File: config.mk
export PLATFORM = sky130hd
export DESIGN_NAME = writeback_stage_flat
export DESIGN_NICKNAME = d
export VERILOG_FILES = /design/src/rtl/mips_wb_pkg.sv /design/src/rtl/writeback_stage_if.sv /design/src/rtl/writeback_stage_load_align.sv /design/src/rtl/writeback_stage.sv /design/src/flat_wrapper.sv
export SDC_FILE = /design/constraint.sdc
export NUM_CORES = 1
export LEC_CHECK = 0
export CAP_MARGIN = 20
export CORE_MARGIN = 4
export CORE_UTILIZATION = 54
export CTS_CLUSTER_DIAMETER = 150
export DETAILED_ROUTE_END_ITERATION = 12
export HOLD_SLACK_MARGIN = 0.12
export MAX_ROUTING_LAYER = met4
export PLACE_DENSITY_LB_ADDON = 0.08
export SKIP_LAST_GASP = 1
export SLEW_MARGIN = 20
export SYNTH_ARGS = -nofsm -noshare
export SYNTH_HDL_FRONTEND = slang
export SYNTH_HIERARCHICAL = 1
export SYNTH_SLANG_ARGS = --single-unit
File: constraint.sdc
create_clock -name clk -period 8.65 [get_ports clk]
set_input_delay 1.2975 -clock clk [delete_from_list [all_inputs] [get_ports clk]]
set_output_delay 1.2975 -clock clk [all_outputs]
set_load 0.01 [all_outputs]
File: src/rtl/mips_wb_pkg.sv
// Shared types for the MIPS writeback stage: load-type codes, FSM states,
// and the bundled GRF write record.
package mips_wb_pkg;

  typedef enum logic [2:0] {
    LT_LB  = 3'd0,
    LT_LBU = 3'd1,
    LT_LH  = 3'd2,
    LT_LHU = 3'd3,
    LT_LW  = 3'd4,
    LT_LWL = 3'd5,
    LT_LWR = 3'd6
  } load_type_e;

  typedef enum logic {
    IDLE = 1'b0,
    WAIT = 1'b1
  } wb_state_e;

  // One GRF write; all-zero means "no write".
  typedef struct packed {
    logic [4:0]  dest;
    logic [31:0] data;
    logic [31:0] pc;
  } wb_wr_t;

endpackage

File: src/rtl/writeback_stage_if.sv
// MEM->WB handshake, memory return, GRF write port and forwarding status.
// master = MEM side / memory, slave = writeback stage.
interface writeback_stage_if;
  logic        in_valid;
  logic        in_ready;
  logic [31:0] in_pc;
  logic [4:0]  in_dest;
  logic [31:0] in_result;
  logic        in_is_load;
  logic [2:0]  in_load_type;
  logic [31:0] in_rt_old;
  logic        mem_rvalid;
  logic [31:0] mem_rdata;
  logic        in_flush;
  logic [4:0]  wb_addr;
  logic [31:0] wb_data;
  logic [31:0] wb_pc;
  logic        fwd_busy;
  logic [4:0]  fwd_dest;

  modport master (
    output in_valid, in_pc, in_dest, in_result, in_is_load, in_load_type,
           in_rt_old, mem_rvalid, mem_rdata, in_flush,
    input  in_ready, wb_addr, wb_data, wb_pc, fwd_busy, fwd_dest
  );

  modport slave (
    input  in_valid, in_pc, in_dest, in_result, in_is_load, in_load_type,
           in_rt_old, mem_rvalid, mem_rdata, in_flush,
    output in_ready, wb_addr, wb_data, wb_pc, fwd_busy, fwd_dest
  );
endinterface

File: src/rtl/writeback_stage_load_align.sv
// load_align: byte/halfword extraction with sign/zero extension, LW pass-through.
// With WB_UNALIGNED_LOAD_EN defined, LWL/LWR merge the loaded word into rt_old
// (little-endian); otherwise LWL/LWR behave as LW.
module load_align
  import mips_wb_pkg::*;
(
  input  logic [2:0]  load_type,
  input  logic [1:0]  offset,
  input  logic [31:0] rdata,
  input  logic [31:0] rt_old,
  output logic [31:0] data
);

  logic [7:0]  byte_v;
  logic [15:0] half_v;

  assign byte_v = rdata[{offset, 3'b000} +: 8];
  assign half_v = offset[1] ? rdata[31:16] : rdata[15:0];

`ifdef WB_UNALIGNED_LOAD_EN
  // LWL keeps the low (3-offset) bytes of rt; LWR keeps the high offset bytes.
  logic [4:0] sh_l, sh_r;
  assign sh_l = {~offset, 3'b000};
  assign sh_r = {offset, 3'b000};
`else
  logic unused_rt;
  assign unused_rt = ^rt_old;
`endif

  // Select the extension/merge for the load kind.
  always_comb begin
    data = rdata;
    case (load_type)
      LT_LB:  data = {{24{byte_v[7]}}, byte_v};
      LT_LBU: data = {24'd0, byte_v};
      LT_LH:  data = {{16{half_v[15]}}, half_v};
      LT_LHU: data = {16'd0, half_v};
`ifdef WB_UNALIGNED_LOAD_EN
      LT_LWL: data = (rdata << sh_l) | (rt_old & ~(32'hFFFF_FFFF << sh_l));
      LT_LWR: data = (rdata >> sh_r) | (rt_old & ~(32'hFFFF_FFFF >> sh_r));
`endif
      default: data = rdata;
    endcase
  end

endmodule

File: src/rtl/writeback_stage.sv
// writeback_stage: retires MEM-stage instructions into the GRF write port.
// Loads without data in the accept cycle park in WAIT until mem_rvalid.
// Optional feature macro: WB_UNALIGNED_LOAD_EN (LWL/LWR merge in load_align).
module writeback_stage
  import mips_wb_pkg::*;
(
  input  logic            clk,
  input  logic            reset,
  writeback_stage_if.slave bus
);

  wb_state_e   state_q, state_d;

  // Pending-load context latched on entry to WAIT.
  logic [4:0]  p_dest;
  logic [31:0] p_pc, p_rt;
  logic [2:0]  p_type;
  logic [1:0]  p_off;

  // Output register and a one-entry hold. The hold only fills when a load
  // finishing from WAIT and a newly accepted instruction complete in the same
  // cycle; the younger one is then written one cycle later.
  wb_wr_t      out_q, hold_q;
  logic        hold_v;

  logic        accept, wait_done, new_done, new_wait, in_wait;
  logic [31:0] load_data;
  wb_wr_t      new_wr, wait_wr, first_wr;
  logic        first_v, second_v;

  assign in_wait      = (state_q == WAIT);
  assign bus.in_ready = !in_wait || bus.mem_rvalid;
  assign accept       = bus.in_valid && bus.in_ready;
  assign wait_done    = in_wait && bus.mem_rvalid && !bus.in_flush;
  // In WAIT, this cycle's mem_rvalid belongs to the parked load, so a newly
  // accepted load can only complete immediately from IDLE.
  assign new_done     = accept && (!bus.in_is_load || (!in_wait && bus.mem_rvalid));
  assign new_wait     = accept && bus.in_is_load && !new_done;

  // At most one load needs alignment per cycle: the parked one in WAIT, or
  // a same-cycle load from IDLE.
  load_align u_align (
    .load_type (in_wait ? p_type : bus.in_load_type),
    .offset    (in_wait ? p_off  : bus.in_result[1:0]),
    .rdata     (bus.mem_rdata),
    .rt_old    (in_wait ? p_rt   : bus.in_rt_old),
    .data      (load_data)
  );

  // Assemble candidate writes, oldest first.
  always_comb begin
    new_wr   = '{dest: bus.in_dest,
                 data: bus.in_is_load ? load_data : bus.in_result,
                 pc:   bus.in_pc};
    wait_wr  = '{dest: p_dest, data: load_data, pc: p_pc};
    first_wr = '0;
    first_v  = 1'b0;
    if (hold_v) begin
      first_wr = hold_q;
      first_v  = 1'b1;
    end else if (wait_done) begin
      first_wr = wait_wr;
      first_v  = 1'b1;
    end else if (new_done) begin
      first_wr = new_wr;
      first_v  = 1'b1;
    end
    second_v = (hold_v || wait_done) && new_done;
  end

  // Next-state: leave WAIT on data or flush; enter WAIT on a parked load.
  always_comb begin
    state_d = state_q;
    case (state_q)
      IDLE:    if (new_wait) state_d = WAIT;
      WAIT:    if (bus.mem_rvalid || bus.in_flush) state_d = new_wait ? WAIT : IDLE;
      default: state_d = IDLE;
    endcase
  end

  // State register.
  always_ff @(posedge clk) begin
    if (reset) state_q <= IDLE;
    else       state_q <= state_d;
  end

  // Latch pending-load context.
  always_ff @(posedge clk) begin
    if (reset) begin
      p_dest <= '0;
      p_pc   <= '0;
      p_rt   <= '0;
      p_type <= '0;
      p_off  <= '0;
    end else if (new_wait) begin
      p_dest <= bus.in_dest;
      p_pc   <= bus.in_pc;
      p_rt   <= bus.in_rt_old;
      p_type <= bus.in_load_type;
      p_off  <= bus.in_result[1:0];
    end
  end

  // GRF write register and overflow hold.
  always_ff @(posedge clk) begin
    if (reset) begin
      out_q  <= '0;
      hold_q <= '0;
      hold_v <= 1'b0;
    end else begin
      out_q  <= first_v ? first_wr : '0;
      hold_v <= second_v;
      hold_q <= second_v ? new_wr : '0;
    end
  end

  assign bus.wb_addr  = out_q.dest;
  assign bus.wb_data  = out_q.data;
  assign bus.wb_pc    = out_q.pc;
  assign bus.fwd_busy = in_wait;
  assign bus.fwd_dest = in_wait ? p_dest : 5'd0;

endmodule

File: src/flat_wrapper.sv
// flat-port wrapper written by rule: the top's interface ports become plain ports
module writeback_stage_flat import mips_wb_pkg::*;
  (clk, reset, bus_in_valid, bus_in_pc, bus_in_dest, bus_in_result, bus_in_is_load, bus_in_load_type, bus_in_rt_old, bus_mem_rvalid, bus_mem_rdata, bus_in_flush, bus_in_ready, bus_wb_addr, bus_wb_data, bus_wb_pc, bus_fwd_busy, bus_fwd_dest);
  writeback_stage_if bus_i ();
  input  logic clk;
  input  logic reset;
  input wire logic [$bits(bus_i.in_valid)-1:0] bus_in_valid;
  input wire logic [$bits(bus_i.in_pc)-1:0] bus_in_pc;
  input wire logic [$bits(bus_i.in_dest)-1:0] bus_in_dest;
  input wire logic [$bits(bus_i.in_result)-1:0] bus_in_result;
  input wire logic [$bits(bus_i.in_is_load)-1:0] bus_in_is_load;
  input wire logic [$bits(bus_i.in_load_type)-1:0] bus_in_load_type;
  input wire logic [$bits(bus_i.in_rt_old)-1:0] bus_in_rt_old;
  input wire logic [$bits(bus_i.mem_rvalid)-1:0] bus_mem_rvalid;
  input wire logic [$bits(bus_i.mem_rdata)-1:0] bus_mem_rdata;
  input wire logic [$bits(bus_i.in_flush)-1:0] bus_in_flush;
  output wire logic [$bits(bus_i.in_ready)-1:0] bus_in_ready;
  output wire logic [$bits(bus_i.wb_addr)-1:0] bus_wb_addr;
  output wire logic [$bits(bus_i.wb_data)-1:0] bus_wb_data;
  output wire logic [$bits(bus_i.wb_pc)-1:0] bus_wb_pc;
  output wire logic [$bits(bus_i.fwd_busy)-1:0] bus_fwd_busy;
  output wire logic [$bits(bus_i.fwd_dest)-1:0] bus_fwd_dest;
  assign bus_i.in_valid = bus_in_valid;
  assign bus_i.in_pc = bus_in_pc;
  assign bus_i.in_dest = bus_in_dest;
  assign bus_i.in_result = bus_in_result;
  assign bus_i.in_is_load = bus_in_is_load;
  assign bus_i.in_load_type = bus_in_load_type;
  assign bus_i.in_rt_old = bus_in_rt_old;
  assign bus_i.mem_rvalid = bus_mem_rvalid;
  assign bus_i.mem_rdata = bus_mem_rdata;
  assign bus_i.in_flush = bus_in_flush;
  assign bus_in_ready = bus_i.in_ready;
  assign bus_wb_addr = bus_i.wb_addr;
  assign bus_wb_data = bus_i.wb_data;
  assign bus_wb_pc = bus_i.wb_pc;
  assign bus_fwd_busy = bus_i.fwd_busy;
  assign bus_fwd_dest = bus_i.fwd_dest;
  writeback_stage u_core (.clk(clk), .reset(reset), .bus(bus_i));
endmodule
==> run summary <==
status - complete, no violations
P&R area growth vs syn - 31.8%
Slew Viols, Final - 0
GP Congestion - 0.934
Rows - 43
Total Routing Usage GR - 26.2%
unrepaired setup endpoints after global routing - false
Worst setup SP type - primary input
Max Freq - 255 MHz
DRT Pass-1 Iters - 7
Die Width - 126 um
Final Setup Violations - 0
Req. time, crit path - 7.35 ns
Worst Tran Pin Value - 1.07 ns
Hold Buf Count CTS - 0
Ports - 218
post-route setup TNS - 0 ns
Power Dens Cells - 191 nW/um2
Final min period - 3.92 ns
CTS tree - done
Setup Fix Bufs, Post-CTS - 0
Crit path arrival time - 2.62 ns
fillers - 1055
pre-CTS WS - 4.55 ns
max_slew headroom - 28.5%
Static Leak - 3.77 nW
Post-Syn Area - 7570 um2
area of the core - 13800 um2
fin crit share - 45.3%
total overflow reported by the global router - 0
CTS clk-pin slew, worst paths - 0.07 ns
Die Height - 126 um
antenna violations before repair - 1
Avg WL per Cell - 18.1 um
DP HPWL - 13000 um
Hold Crit Class - reg -> reg
CP Max Fanout - 5
Resize count post-CTS - 0
Crit Path Category - in -> out
Detailed Route WL - 20800 um
vias per cell - 5.68
# nets final - 1102
Clock Skews - 0.00948 ns
# port buffers - 185
CTS HTree Levels - 4
Clock Tree Root - clkbuf_16
DRC viols - 0
Peak VDD IR - 0.190 mV
Multi-input gate area - 3580 um2
Syn. warnings - 6
total CTS buffers - 17
Max Buffers Root-to-Sink - 2
Antenna Nets Post-Route - 0
maxcap violations - 0
pin count of the biggest net entering global routing - 89
register area - 3650 um2
Gate Count Post-Synth - 830
Initial Utilization - 54.8%
clk_lat worst skew - 0.43 ns
Hold Slack - 0.454 ns
vias in the first global route - 6585
First DRT Iteration DRCs - 540
Synthesized Nets - 972
full die area - 16000 um2
syn avg cell area - 9.12 um2
first-pass GRT wire length - 33000 um
Clock Sinks - 182
Fin. Hold Viols - 0
Tot Pwr - 1.91 mW
Final WS setup - 4.73 ns
layout cells sized above 1 - 10.7%
Critical Path End Type - primary output
via count - 6560
[cell usage in the layout (no fill, tap or decap), types with 6 or more instances in the layout]
cell	n
nor2b_1	75
nor3_1	71
mux2_2	42
and2_1	75
clkdlybuf4s50_1	183
dfxtp_1	181
a221oi_2	10
a21oi_1	43
nor2_1	6
o21ai_0	6
clkbuf_16	17
a221oi_1	59
nand2_1	133
nand3_1	10
[power by group]
| part | internal (mW) | switching (mW) | leakage [nW] |
|---|---|---|---|
| logic | 0.115 | 0.114 | 1.99 |
| registers | 0.855 | 0.00809 | 1.47 |
| clock network | 0.488 | 0.330 | 0.311 |
| total | 1.46 | 0.452 | 3.77 |
[area by class of cell]
type	instances	share of cell area, %
multi-input cells	566	35.9
clock inverters	14	1.96
diodes	1	0.0251
clock buffers	18	4.30
inverters	2	0.0752
flip-flops and latches	182	36.6
well taps	180	2.26
repair buffers	191	18.9
[sequential cells by signal (all words and copies together) (netlist names)]
| name | count |
|---|---|
| u_core/p_pc | 32 |
| u_core/bus.wb_pc | 32 |
| u_core/bus.wb_data | 32 |
| u_core/p_type | 3 |
| u_core/hold_v | 1 |
| u_core/p_off | 2 |
| u_core/bus.wb_addr | 5 |
| u_core/p_dest | 5 |
| u_core/bus.fwd_busy | 1 |
| u_core/hold_q | 69 |
[layer usage]
| layer | vias to the layer above | track usage [%] | wire length [um] |
|---|---|---|---|
| met5 | - | - | 0 |
| met4 | 0 | 9.46 | 448 |
| met3 | 34 | 5.31 | 1220 |
| met2 | 210 | 43.4 | 10300 |
| met1 | 3193 | 31.9 | 8840 |
| li1 | 3123 | - | - |
[worst max-delay path: stages]
cell and delay (ns):
clkdlybuf4s50_1 0.53, nand2b_1 0.21, clkdlybuf4s50_1 0.58
[worst paths after layout]
kind | to | startpoint | slack, ns | depth (start not counted)
worst max-delay path | bus_in_ready | bus_mem_rvalid | 4.73 | 3
worst min-delay path | u_core/p_off[0] | u_core/p_off[0] | 0.45 | 2
worst max register to register | u_core/bus.wb_data[3] | u_core/bus.fwd_busy | 5.51 | 8
worst min register to register | u_core/p_off[0] | u_core/p_off[0] | 0.45 | 2
[through the flow]
| stage | instance area, um2 | cells | utilization, % |
|---|---|---|---|
| floorplan | 7570 | 830 | - |
| global placement | 9340 | 1120 | 67.5 |
| detailed placement | 9340 | 1120 | 67.5 |
| CTS | 9960 | 1152 | 72.1 |
| global route | 9980 | 1154 | 72.2 |
| finish | 9980 | 1154 | 72.2 |
Note: power is estimated with default switching activity, not from simulation.
